`config.mk`:
```
export PLATFORM = sky130hd
export DESIGN_NAME = eth_rx_mii
export DESIGN_NICKNAME = d
export VERILOG_FILES = /design/src/rtl/eth_pkg.sv /design/src/rtl/eth_crc32.sv /design/src/rtl/eth_rx_mii.sv
export SDC_FILE = /design/constraint.sdc
export NUM_CORES = 1
export LEC_CHECK = 0
export CORE_ASPECT_RATIO = 0.75
export CORE_MARGIN = 8
export CORE_UTILIZATION = 48
export DETAILED_ROUTE_END_ITERATION = 10
export MAX_ROUTING_LAYER = met4
export PLACE_DENSITY = 0.71
export SYNTH_ARGS = -nofsm -noshare
export SYNTH_HDL_FRONTEND = slang
export SYNTH_SLANG_ARGS = --single-unit
```
`constraint.sdc`:
```
create_clock -name clk -period 2.7 [get_ports clk]
set_clock_uncertainty 0.05 [all_clocks]
set_input_delay 0.54 -clock clk [delete_from_list [all_inputs] [get_ports clk]]
set_output_delay 0.54 -clock clk [all_outputs]
set_load 0.02 [all_outputs]
```
`src/rtl/eth_pkg.sv`:
```
// Shared constants and state encoding for the MII receive path.
// CRC parameters follow IEEE 802.3 reflected CRC-32.
package eth_pkg;

  localparam logic [31:0] CRC_POLY    = 32'hEDB88320;
  localparam logic [31:0] CRC_RESIDUE = 32'hDEBB20E3;
  localparam logic [31:0] CRC_INIT    = 32'hFFFFFFFF;

  localparam logic [3:0] PRE_NIB = 4'h5;
  localparam logic [3:0] SFD_NIB = 4'hD;

  localparam int BCNT_W = 11;
  localparam int PCNT_W = 8;

  typedef enum logic [1:0] {
    IDLE,
    PRE,
    DATA,
    DROP
  } rx_state_e;

endpackage

```
`src/rtl/eth_crc32.sv`:
```
// Byte-wide reflected CRC-32 update, LSB of the byte first.
// Purely combinational.
import eth_pkg::*;

module eth_crc32 (
  input  logic [31:0] crc_in,
  input  logic [7:0]  byte_in,
  output logic [31:0] crc_out
);

  logic [31:0] c;

  always_comb begin
    c = crc_in ^ {24'h0, byte_in};
    for (int i = 0; i < 8; i++) begin
      if (c[0]) c = (c >> 1) ^ CRC_POLY;
      else      c = c >> 1;
    end
    crc_out = c;
  end

endmodule

```
`src/rtl/eth_rx_mii.sv`:
```
// MII receiver: preamble/SFD sync, nibble-to-byte assembly,
// per-byte FCS check and a single terminating strobe per frame.
import eth_pkg::*;

module eth_rx_mii #(
  parameter int MIN_PRE_NIB = 4,
  parameter int MAX_LEN     = 1530
) (
  input  logic       clk,
  input  logic       rst_n,
  input  logic [3:0] mii_rxd,
  input  logic       mii_rx_dv,
  input  logic       mii_rx_er,
  output logic [7:0] data_out,
  output logic       data_out_vld,
  output logic       byte_out_vld,
  output logic       crc_vld
);

  localparam logic [PCNT_W-1:0] MIN_PRE =
    PCNT_W'(MIN_PRE_NIB);
  localparam logic [BCNT_W-1:0] MAX_CNT =
    BCNT_W'(MAX_LEN);

  rx_state_e state_q, state_d;

  logic [PCNT_W-1:0] pre_cnt_q, pre_cnt_d;
  logic [BCNT_W-1:0] byte_cnt_q, byte_cnt_d;
  logic [31:0]       crc_q, crc_d;
  logic [3:0]        lo_nib_q, lo_nib_d;
  logic              phase_q, phase_d;
  logic              dv_q, dv_d;
  logic [7:0]        data_out_q, data_out_d;
  logic              dvld_q, dvld_d;
  logic              bvld_q, bvld_d;
  logic              crcv_q, crcv_d;

  logic              term;
  logic              take;
  logic [7:0]        rx_byte;
  logic [31:0]       crc_next;

  assign rx_byte = {mii_rxd, lo_nib_q};

  eth_crc32 u_crc (
    .crc_in  (crc_q),
    .byte_in (rx_byte),
    .crc_out (crc_next)
  );

  // dv_q resets high so a frame already in flight is never joined.
  always_ff @(posedge clk) begin
    if (!rst_n) begin
      state_q    <= IDLE;
      pre_cnt_q  <= '0;
      byte_cnt_q <= '0;
      crc_q      <= CRC_INIT;
      lo_nib_q   <= '0;
      phase_q    <= 1'b0;
      dv_q       <= 1'b1;
      data_out_q <= '0;
      dvld_q     <= 1'b0;
      bvld_q     <= 1'b0;
      crcv_q     <= 1'b0;
    end else begin
      state_q    <= state_d;
      pre_cnt_q  <= pre_cnt_d;
      byte_cnt_q <= byte_cnt_d;
      crc_q      <= crc_d;
      lo_nib_q   <= lo_nib_d;
      phase_q    <= phase_d;
      dv_q       <= dv_d;
      data_out_q <= data_out_d;
      dvld_q     <= dvld_d;
      bvld_q     <= bvld_d;
      crcv_q     <= crcv_d;
    end
  end

  always_comb begin
    state_d = state_q;
    term    = 1'b0;
    unique case (state_q)
      IDLE: begin
        if (mii_rx_dv) begin
          if (mii_rxd == PRE_NIB && !mii_rx_er && !dv_q)
            state_d = PRE;
          else
            state_d = DROP;
        end
      end
      PRE: begin
        if (!mii_rx_dv)
          state_d = IDLE;
        else if (mii_rx_er)
          state_d = DROP;
        else if (mii_rxd == SFD_NIB && pre_cnt_q >= MIN_PRE)
          state_d = DATA;
        else if (mii_rxd != PRE_NIB)
          state_d = DROP;
      end
      DATA: begin
        if (!mii_rx_dv || mii_rx_er || byte_cnt_q >= MAX_CNT) begin
          term    = 1'b1;
          state_d = mii_rx_dv ? DROP : IDLE;
        end
      end
      DROP: begin
        if (!mii_rx_dv) state_d = IDLE;
      end
      default: state_d = IDLE;
    endcase
  end

  always_comb begin
    pre_cnt_d  = pre_cnt_q;
    byte_cnt_d = byte_cnt_q;
    crc_d      = crc_q;
    lo_nib_d   = lo_nib_q;
    phase_d    = phase_q;
    dv_d       = mii_rx_dv;
    data_out_d = '0;
    dvld_d     = (state_d == DATA);
    bvld_d     = 1'b0;
    crcv_d     = 1'b0;
    take       = (state_q == DATA) && !term;

    if (state_q == IDLE && state_d == PRE)
      pre_cnt_d = PCNT_W'(1);
    if (state_q == PRE && mii_rxd == PRE_NIB && pre_cnt_q != '1)
      pre_cnt_d = pre_cnt_q + 1'b1;

    if (state_q == PRE && state_d == DATA) begin
      phase_d    = 1'b0;
      byte_cnt_d = '0;
      crc_d      = CRC_INIT;
    end

    if (take && !phase_q) begin
      lo_nib_d = mii_rxd;
      phase_d  = 1'b1;
    end

    if (take && phase_q) begin
      phase_d    = 1'b0;
      crc_d      = crc_next;
      data_out_d = rx_byte;
      bvld_d     = 1'b1;
      crcv_d     = (crc_next == CRC_RESIDUE);
      if (byte_cnt_q != '1)
        byte_cnt_d = byte_cnt_q + 1'b1;
    end

    if (term) begin
      phase_d = 1'b0;
      bvld_d  = 1'b1;
    end
  end

  assign data_out     = data_out_q;
  assign data_out_vld = dvld_q;
  assign byte_out_vld = bvld_q;
  assign crc_vld      = crcv_q;

endmodule

```
* Word-level counts from Yosys, hierarchy flattened
Cells that the tools add are included.
Storage, ports and cells: register bits after elaboration 70, input bits 8, logic and storage cells 90
Cells by class: $add $sub $neg 2, $lt $le $gt $ge 2, equality and inequality tests 11, muxes and demuxes 31, bitwise logic cells 10, reduce and logical (&&, ||, !) cells 23
Operators with widths (number):
- two-way mux 32 bit | 10
- inverter 13 -> 14 bit | 8
- two-way mux 11 bit | 3
- == test 32 bit (second input constant) | 1
- XOR 32 x 8 -> 32 bit | 1
- two-way mux 2 bit | 9
- two-way mux 8 bit | 2
- adder 11 x 1 -> 11 bit (second input constant) | 1
- >= comparator 11 bit (second input constant) | 1
- inequality test 11 bit (second input constant) | 1
- logical AND 1 bit | 10
- adder 8 x 1 -> 8 bit (second input constant) | 1
- >= comparator 8 x 3 -> 1 bit (second input constant) | 1
- inequality test 8 bit (second input constant) | 1
- one-hot mux 2 bit (4 select lines) | 1
- == test 2 bit (second input constant) | 3
- two-way mux 1 bit | 6
- nonzero test 2 bit | 3
- zero test 1 bit | 5
- == test 2 x 1 -> 1 bit (second input constant) | 2
- == test 4 x 3 -> 1 bit (second input constant) | 1
- == test 4 bit (second input constant) | 1
- inequality test 4 x 3 -> 1 bit (second input constant) | 1
- OR reduction 3 bit | 1
- other kinds (4) | 5

* Depth between registers and ports, before layout
Gate-level depths: netlist of run 1.
word-level depth 18, depth in mapped cells 10, mapped depth without buffers 8

* Cells and area by module
A second synthesis of run 1 with hierarchy kept.
Unflattened totals: cell total of the unflattened synthesis 420, area total of the unflattened synthesis 4078.9 um2
Modules (own cells, without submodules):
- eth_rx_mii | times used 1, cells an instance 356, area each 3124.2 um2
- eth_crc32 | times used 1, cells an instance 64, area each 954.7 um2

* Least setup slack after synthesis of run 1
No wires, ideal clock.
path kind input-to-reg, start point in mii_rxd[2], end point reg crcv_q, in the netlist crc_vld, data arrival time 2.191 ns, data required time 2.562 ns, path slack 0.370 ns, stages 7, buffers on the path 0, path through xnor2_2 -> xnor2_2 -> inv_2 -> xnor3_1 -> nor4bb_1 -> nand4b_1 -> nor4bb_4
On the way: longest elaborated chain between the ends 12
RTL lines:
- start: declaration | line eth_rx_mii.sv:11 | input logic [3:0] mii_rxd,
- XOR 32 x 8 -> 32 bit (*) | line eth_crc32.sv:14 | c = crc_in ^ {24'h0, byte_in};
- inverter 13 -> 14 bit (no source line)
- two-way mux 32 bit (*) (7 in a row) | line eth_crc32.sv:16 | if (c[0]) c = (c >> 1) ^ CRC_POLY;
- inverter 13 -> 14 bit (no source line)
- two-way mux 32 bit (*) | line eth_crc32.sv:16
- == test 32 bit (*) | line eth_rx_mii.sv:149 | crcv_d = (crc_next == CRC_RESIDUE);
- end signal: assignment | line eth_rx_mii.sv:76 | crcv_q <= crcv_d;
- end: declaration | line eth_rx_mii.sv:36 | logic crcv_q, crcv_d;
Mark *: on every way between the ends. The rest lies on a longest branch, timed or not. A chain may end at the register's enable or synchronous reset.

* Worst setup path in the final report of run 1
Same ends and word-level chain as after synthesis.

==> results.md, run 1 <==
* Synth-to-Final Area Change at 23.96%
* Synthesized Nets at roughly 450
* Worst vdd ir at between 0.3 and 0.4 mV
* Seq/Total Area, Yosys at 0.3598
* Dpl ws at -360.2 ps
* Remaining routing DRC violations at 0
* Core Region at 7883 um2
* Setup bufs post-CTS at 0
* Clock transition at path regs at about 80 ps
* Crit-path cells: clkdlybuf4s50_1 > xnor2_2 > buf_4 > xor2_1 > xnor3_1 > nor4_2 > o31ai_1 > nor4bb_4
* Ys async rst share at 0
* Buffers added on ports at 18
* Critical Path AT at between 2000 and 3000 ps
* Flop-to-flop setup slack at 210 ps
* Total Routing Usage GR at 0.1849
* Io pins at 19
* Pin count of the biggest net entering global routing at 55
* Total congestion overflow at 0
* Sink Count at 70
* Die X at around 120 um
* CTS Hold Buffers Added at 0
* Root buf cell: clkbuf_8
* Final Cycle Share at 0.9774
* Worst-Skew Late Latency at approximately 350 ps
* Global-route wire length before repair at around 16000 um
* Initial DRC Count at 126
* GP Congestion at about 0.95
* HP Start: byte_cnt_q[7]
* Total routed wirelength at 9752 um
* Drt pass-1 iters at 5
* Num rows at 28
* Synthesized flop and latch total at 70
* Vias in the first global route at 3260
* Antenna-violating nets left at 0
* Slew HR at 0.3850
* FMAX at 379.0 MHz
* Drt via density at approximately 5.4
* LEAKAGE at between 1.5 and 2 nW
* Startpoint types: input port
* Placed insts at 597
* Setup TNS after final layout at 0 ps
* Min-Delay Path Class: reg2reg
* Mapped cell area at around 4000 um2
* Die H at approximately 94 um
* Cell variety after synth at between 50 and 60
* Most common cell after layout, fill and taps aside: dfxtp_1
* Post-synth top flop: dfxtp_1
* Fill cells at approximately 650
* Final hold viol count at 0
* Final slew viol count at 0
* WL/cell at roughly 16 um
* Detailed-route via count at around 3300
* WP data required at ~2900 ps
* H-tree depth at 3
* Post-layout util at 0.6125
* Crit path buf inv count at 2
* EDFF count, synth at 0
* # nets final at between 500 and 600
* Worst-Margin Slew at between 900 and 1000 ps
* Crit path max-delay family: XOR/XNOR gates
* Reg2reg path depth at 7
* CTS buffer count at 9
* Crit path largest cell delay at 520 ps
* Avg Cell Area, Syn at between 8 and 9 um2
* Hold endpoint: byte_cnt_q[7]
* Final HPWL from detailed placement at just under 7000 um
* Hold Path Stages at 1
* Post-route setup slack at ~61 ps
* Commonest non-fill, non-tap cells in the layout: dfxtp_1 (70), buf_4 (55), nor2_1 (42), xnor2_1 (39), nor3_1 (33)
* Clock Tree Buf Depth at 2
* Crit Reg-Reg Startpoint: lo_nib_q[0]
* Total chip power at ~2.2 mW
* Slowest stage cell, crit path: clkdlybuf4s50_1
* Initial Util at 0.4941
* CP Class: in2reg
* Final Setup Violations at 0
* Synth warn at 0
* Initial antenna violation count at 0
* Status: finished clean
* Tmin final at between 2000 and 3000 ps
* Worst-path maximum fanout at 6
* Share of post-route cells with drive strength above 1 at 0.2008
* Number of max-cap violations at 0
* Non-Filler Instances at between 600 and 700
* Kind of end point of the critical path: register
* DIE AREA at 11280 um2
* Reg2reg end: crc_vld
* Antenna fix cells at 0
* Syn Inst Count at approximately 440
* PwrDens at around 460 nW/um2
* CTS tree: yes
-- worst max path at each step --
stage	slack [ps]	cells past startpoint	from	to
2_1_floorplan	370	7	mii_rxd[2]	crc_vld
3_3_place_gp	-340	7	mii_rxd[0]	crc_vld
3_5_place_dp	-360	7	mii_rxd[0]	crc_vld
4_1_cts	9	7	mii_rxd[1]	crc_vld
5_1_grt	-4	8	mii_rxd[2]	crc_vld
6_report	60	8	mii_rxd[2]	crc_vld
-- synth_stat cells (all sizes together) (7+ instances only) --
library cell   n  share of area
nor2          43          0.041
xor2          12          0.034
nand2         30          0.029
dfxtp         70           0.36
a21oi         19          0.024
nand3          7         0.0090
and2          14          0.022
nor3          33          0.042
xnor2         50           0.13
nand2b        11          0.018
buf            7         0.0096
clkbuf        13          0.013
xnor3          7          0.041
o21ai         30          0.039
-- stage by stage --
stage                     hold slack, ps  instance area [um2]
after floorplan                    399.4                 3895
after global placement             416.4                 4601
after detailed placement           421.6                 4601
after CTS                          440.8                 4801
after global routing               466.4                 4828
final                              441.8                 4828
-- registers in the layout (all words and copies together) (netlist names), 2 cells and up --
name	count
state_q	2
byte_cnt_q	11
pre_cnt_q	8
data_out	8
crc_q	32
lo_nib_q	4
-- final cells by class --
cell class | count | area [um2] | share of cell area
Clock buffer | 10 | 137.6 | 0.02850
Sequential cell | 70 | 1401 | 0.2902
Multi-Input combinational cell | 340 | 2431 | 0.5035
Tap cell | 105 | 131.4 | 0.02721
Clock inverter | 6 | 51.30 | 0.01062
Timing Repair Buffer | 76 | 653.1 | 0.1353
Inverter | 6 | 22.52 | 0.004664
-- power by group --
group | leakage [nW] | total [mW] | switching [mW] | internal, mW
Clock | 0.0939 | 0.809 | 0.437 | 0.371
Combinational | 1.23 | 0.347 | 0.166 | 0.180
Sequential | 0.566 | 1.04 | 0.00503 | 1.04
-- repair_timing --
action                     4_1_cts  5_1_grt
pin swaps                        0        0
cloned                           0        0
setup endpoints to repair        1        1
gates resized for setup          1        4
-- logic make-up (layout without fill, tap and decap cells) --
group           Yosys count  count (layout)  synth area share
compound gates           79              79            0.1217
xor+xnor                 70              70            0.2133
fa+ha+maj                 5               5           0.01606
buf+inv                  26              98           0.02795
flops                    70              70            0.3598
mux                       7               7           0.01831
simple gates            179             179            0.2429
-- per-layer routing --
metal / vias up / GRT usage / share of wire
li1: 1648 / - / -
met2: 108 / 0.2715 / 0.42
met3: 9 / 0.03904 / 0.070
met5: - / - / 0
met1: 1547 / 0.2464 / 0.49
met4: 0 / 0.06528 / 0.012
Power figures use the tool's default switching activity.
==> run 2, diff against run 1 <==
ABC_AREA = 1   (was unset)
PLACE_DENSITY = 0.7   (was 0.71)
SKIP_LAST_GASP = 1   (was unset)
==> run 2 against run 1 <==
Effect of this change: register-to-register slack better by 360 ps; sequential share of layout area down 2.6 points; maximum frequency increased by 8.8%; combinational power increased by 22%; die area is 16% higher; largest cell class unchanged; clock power grew 53%; synthesized cell count is 74% higher; routed wire length rose by 39%.
==> results.md, run 2 <==
* Commonest non-fill, non-tap cells in the layout: nand2_1 (317), nand3_1 (96), dfxtp_1 (70), inv_1 (66), nor2_1 (40)
* Final Setup Violations at 0
* Startpoint types: input port
* Hold Path Stages at 2
* Root buf cell: clkbuf_16
* Critical Path AT at 2660 ps
* Worst-Skew Late Latency at between 300 and 400 ps
* WP data required at approximately 2900 ps
* H-tree depth at 3
* Dpl ws at roughly 7 ps
* Seq/Total Area, Yosys at 0.3011
* CTS Hold Buffers Added at 0
* Initial DRC Count at 430
* Syn Inst Count at roughly 760
* Slew HR at 0.6875
* Antenna-violating nets left at 0
* Post-synth top flop: dfxtp_1
* Most common cell after layout, fill and taps aside: nand2_1
* Yosys top cell area share at 0.3011
* Drt pass-1 iters at 5
* Mapped cell area at 4654 um2
* GP Congestion at 0.9933
* Kind of end point of the critical path: register
* Num rows at 31
* Remaining routing DRC violations at 0
* WL/cell at approximately 15 um
* Number of max-cap violations at 0
* FMAX at 412.1 MHz
* Drt via density at between 5 and 6
* Worst vdd ir at ~0.30 mV
* Ys async rst share at 0
* Synth warn at 0
* Initial Util at 0.4878
* Core Region at between 9000 and 10000 um2
* Buffers added on ports at 18
* Ranking of synthesized cells by area: dfxtp_1 (30%), nand2_1 (26%), nand3_1 (10%)
* Final slew viol count at 0
* Clock Tree Buf Depth at 2
* Die X at 129.7 um
* Synthesized flop and latch total at 70
* Synth top cells by count: nand2_1 (317), nand3_1 (96), dfxtp_1 (70), inv_1 (66), nor2_1 (40)
* Initial antenna violation count at 0
* Post_cts resized at 0
* Synthesized Nets at around 770
* Min-Delay Path Class: reg2reg
* Total congestion overflow at 0
* Pin count of the biggest net entering global routing at 59
* Status: finished clean
* Setup TNS after final layout at 0 ps
* Fill cells at 944
* Antenna fix cells at 0
* DIE AREA at around 13000 um2
* CTS buffer count at 9
* Synth-to-Final Area Change at 13.79%
* Share of post-route cells with drive strength above 1 at 0.1156
* Io pins at 19
* LEAKAGE at 2.715 nW
* Total routed wirelength at around 14000 um
* Total Routing Usage GR at 0.2200
* Synth area leader: dfxtp_1
* Post-layout util at 0.5551
* Setup bufs post-CTS at 0
* Clock transition at path regs at roughly 60 ps
* Top-count cell post-synth: nand2_1
* Top flop regs: crc_q (32), byte_cnt_q (11)
* Detailed-route via count at 4846
* Worst-path maximum fanout at 11
* Placed Area at around 5000 um2
* Final hold viol count at 0
* PwrDens at roughly 510 nW/um2
* Final HPWL from detailed placement at about 9900 um
* Avg Cell Area, Syn at about 6.1 um2
* Die H at 101.3 um
* Sink Count at 70
* Global-route wire length before repair at between 20000 and 25000 um
* Tmin final at roughly 2400 ps
* Worst-Margin Slew at between 400 and 500 ps
* Reg with most FFs: crc_q
* CP Class: in2reg
* Max reg flops at 32
* Cell variety after synth at 36
* Design area at between 5000 and 6000 um2
* Reg2reg path depth at 14
* Final Cycle Share at 0.8987
* Post-route setup slack at 273.6 ps
* RSZ-0062 raised after global routing: no
* # nets final at 795
* EDFF count, synth at 0
* Vias in the first global route at approximately 4500
* CTS tree: yes
run 2: changes by cell type after synthesis, sizes merged, moves of 6 or more:
| cell | before | now |
|---|---|---|
| xnor3 | 7 | 0 |
| clkbuf | 13 | 5 |
| nor3 | 33 | 8 |
| nand3 | 7 | 96 |
| xnor2 | 50 | 3 |
| mux2i | 6 | 0 |
| nand2b | 11 | 0 |
| o31ai | 6 | 0 |
| nand2 | 30 | 355 |
| inv | 6 | 76 |
| buf | 7 | 17 |
| nand4 | 2 | 8 |
| and2 | 14 | 0 |
| and3 | 6 | 0 |
run 2: worst paths after layout:
| kind | start | endpoint | slack, ps |
|---|---|---|---|
| setup reg to reg | crc_q[0] | crc_vld | 570 |
| hold reg to reg | pre_cnt_q[5] | pre_cnt_q[5] | 420 |
| setup / recovery | mii_rxd[1] | crc_vld | 270 |
| hold / removal | pre_cnt_q[5] | pre_cnt_q[5] | 420 |
run 2: critical path: stages:
cell	delay [ps]
clkdlybuf4s50_1	540
inv_2	70
nand2_1	60
nand2_1	260
nand2_1	290
nand2_2	90
nand2_1	110
nand2_1	100
nand2_1	70
nand2_1	80
nor2_1	130
nand3_1	80
nor2_1	100
nand2_1	60
nor2_1	80
run 2: report_power, final:
group / switching (mW) / leakage [nW] / total, mW / internal, mW
clock network: 0.471 / 0.149 / 1.24 / 0.769
logic: 0.293 / 2.00 / 0.423 / 0.129
registers: 0.0152 / 0.567 / 1.06 / 1.05
run 2: metal layers:
metal / vias to the layer above / track usage / share of wire
met2: 174 / 0.3401 / 0.44
met5: - / - / 0
met3: 19 / 0.06891 / 0.094
met1: 2220 / 0.2722 / 0.45
li1: 2433 / - / -
met4: 0 / 0.05961 / 0.011
run 2: cells by family (layout without fill, tap and decap cells):
kind of cell | Yosys count | count (layout) | share of synthesized area
buffers and inverters | 99 | 127 | 0.09704
AND/OR/NAND/NOR | 513 | 513 | 0.4936
adder cells (fa/ha/maj) | 5 | 5 | 0.01344
AO/OA/AOI/OAI | 55 | 55 | 0.06129
flip-flops | 70 | 70 | 0.3011
XOR/XNOR | 17 | 17 | 0.03360
run 2: layout make-up:
type                            count  area, um2  share of cell area
Clock inverter                      4      55.05             0.01039
Clock buffer                       12      256.5             0.04843
Timing Repair Buffer               34      325.3             0.06142
Multi-Input combinational cell    590       2801              0.5289
Sequential cell                    70       1401              0.2646
Tap cell                          132      165.2             0.03118
Inverter                           77      291.5             0.05504
run 2: through the flow:
| stage | power, mW | cells | hold WS, ps |
|---|---|---|---|
| after global routing | 2.830 | 919 | 451.1 |
| after detailed placement | 1.497 | 903 | 409.2 |
| after floorplan | 1.373 | 759 | 391.0 |
| after CTS | 2.727 | 919 | 418.2 |
| after global placement | 1.489 | 903 | 398.4 |
| final | 2.728 | 919 | 417.2 |
==> run 3, diff against run 2 <==
--- a/config.mk
+++ b/config.mk
@@ -13,5 +13,4 @@
 export MAX_ROUTING_LAYER = met4
 export PLACE_DENSITY = 0.7
-export SKIP_LAST_GASP = 1
 export SYNTH_ARGS = -nofsm -noshare
 export SYNTH_HDL_FRONTEND = slang
==> constraint.sdc (replaced) <==
create_clock -name clk -period 2.7 [get_ports clk]
set_clock_uncertainty 0.05 [all_clocks]
set_input_delay 0.405 -clock clk [delete_from_list [all_inputs] [get_ports clk]]
set_output_delay 0.405 -clock clk [all_outputs]
set_load 0.02 [all_outputs]
==> run 3 against run 2 <==
Effect of this change: via count decreased by 1.4%; combinational power down 4%; cell area shrank 0.61%; largest cell class unchanged; clock-buffer cell count decreased by 1; first-iteration DRC count shrank 11%; power is 0.49% lower; sequential cell count stayed put.
==> results.md, run 3 (synthesis results as in run 2) <==
* Worst-Skew Late Latency at roughly 350 ps
* Crit path max-delay family: simple AND/OR/NAND/NOR gates
* Worst-path maximum fanout at 7
* Sw frac at 0.2855
* Crit-path cells: clkdlybuf4s50_1 > inv_2 > nand2_2 > nand2_2 > nand2_1 > nand2_4 > ha_1 > nand2_1 > nor2_1 > nand3_1 > nor3_2 > nand2_1 > nor2_1 > nand2_1 > nor2_1
* Fill cells at about 970
* Clock share of power at 0.458
* Buffers added on ports at 18
* Remaining routing DRC violations at 0
* Detailed-route via count at 4779
* Total congestion overflow at 0
* Initial DRC Count at approximately 380
* Post_cts resized at 0
* Final slew viol count at 0
* Root buf cell: clkbuf_16
* Final HPWL from detailed placement at around 9300 um
* Most common cell after layout, fill and taps aside: nand2_1
* Worst-Margin Slew at 509.9 ps
* Met2 Use GR at 0.3293
* Layer with the highest usage: met2
* Critical Path AT at between 2000 and 3000 ps
* Number of max-cap violations at 0
* CTS Hold Buffers Added at 0
* Comb pwr share at 0.150
* Switching power at a little under 0.8 mW
* Share of post-route cells with drive strength above 1 at 0.1124
* Final Setup Violations at 0
* DIE AREA at between 10000 and 15000 um2
* Antenna-violating nets left at 0
* Dpl ws at 55.24 ps
* Top flop regs: crc_q (32), byte_cnt_q (11)
* Initial antenna violation count at 0
* Slowest stage cell, crit path: clkdlybuf4s50_1
* Min-Delay Path Class: reg2reg
* Pin count of the biggest net entering global routing at slightly below 60
* Core Region at 9542 um2
* Die X at roughly 130 um
* Startpoint types: input port
* Setup bufs post-CTS at 0
* Drt via density at about 5.2
* Reg power frac at 0.392
* Antenna fix cells at 0
* Kind of end point of the critical path: register
* Max reg flops at 32
* Status: finished clean
* Total routed wirelength at between 10000 and 15000 um
* Clock Tree Buf Depth at 2
* Total Routing Usage GR at 0.2092
* Met1 Use GR at 0.2626
* CTS buffer count at 9
* Worst vdd ir at roughly 0.44 mV
* Reg with most FFs: crc_q
* Vias in the first global route at between 4000 and 5000
* Tmin final at approximately 2300 ps
* Final Cycle Share at 0.8691
* # nets final at 791
* Setup TNS after final layout at 0 ps
* H-tree depth at 3
* Clock transition at path regs at 50 ps
* Io pins at 19
* Sink Count at 70
* Num rows at 31
* Post-route setup slack at roughly 350 ps
* PwrDens at between 500 and 600 nW/um2
* Crit path largest cell delay at roughly 480 ps
* Initial Util at 0.4878
* Final hold viol count at 0
* Crit path buf inv count at 2
* Commonest non-fill, non-tap cells in the layout: nand2_1 (317), nand3_1 (96), dfxtp_1 (70), inv_1 (66), nor2_1 (40)
* CP most frequent cell: nand2_1
* Synth-to-Final Area Change at 13.09%
* Drt pass-1 iters at 5
* Slew HR at 0.6592
* GP Congestion at 0.8753
* RSZ-0062 raised after global routing: no
* WP data required at a little under 3000 ps
* Die H at between 100 and 150 um
* FMAX at around 430 MHz
* CTS tree: yes
* Global-route wire length before repair at roughly 21000 um
* Internal power at a little under 2 mW
* Met3 Track Usage GR at 0.04366
* LEAKAGE at between 2 and 3 nW
* WL/cell at about 14 um
* CP Class: in2reg
## run 3: cell count changes in the layout (fill, tap and decap cells not counted), sizes merged
cell    change
clkbuf      -1
buf         -4
inv         +1
## run 3: per-stage QoR
step,hold WS [ps],area (um2),power [mW],std cells,util
5_1_grt,443.2,5264,2.808,915,0.5517
6_report,412.7,5264,2.714,915,0.5517
2_1_floorplan,391.0,4654,1.373,759,-
4_1_cts,415.3,5264,2.727,915,0.5517
3_3_place_gp,399.1,4955,1.480,899,0.5193
3_5_place_dp,406.6,4955,1.485,899,0.5193
## run 3: path summary, 6_finish.rpt
kind | endpoint | startpoint | cells after the start | slack [ps]
worst min-delay path | pre_cnt_q[5] | pre_cnt_q[5] | 2 | 410
worst max register to register | crc_vld | crc_q[0] | 14 | 450
worst max-delay path | crc_vld | mii_rxd[2] | 15 | 350
worst min register to register | pre_cnt_q[5] | pre_cnt_q[5] | 2 | 410
## run 3: area by class of cell
class / instances / area (um2) / share of cell area
Clock buffer: 11 / 252.7 / 0.04802
Clock inverter: 5 / 56.30 / 0.01070
Inverter: 77 / 291.5 / 0.05538
Tap cell: 132 / 165.2 / 0.03138
Sequential cell: 70 / 1401 / 0.2662
Multi-Input combinational cell: 590 / 2801 / 0.5322
Timing Repair Buffer: 30 / 295.3 / 0.05610
## run 3: worst min-delay path, cell delays in order (launching register included)
cell and delay (ps):
dfxtp_1 310, nand2_1 60, a21oi_1 50
## run 3: metal layers
metal / up-vias / wire length, um
met5: - / 0
met4: 0 / 205
met3: 19 / 923
met2: 154 / 5625
met1: 2179 / 5984
li1: 2427 / -
## run 3: power groups by stage
stage | clock network, mW | logic (mW) | registers [mW]
after CTS | 1.26 | 0.402 | 1.06
after floorplan | 0 | 0.288 | 1.09
final | 1.24 | 0.407 | 1.06
after detailed placement | 0 | 0.400 | 1.09
after global routing | 1.29 | 0.452 | 1.06
after global placement | 0 | 0.395 | 1.08
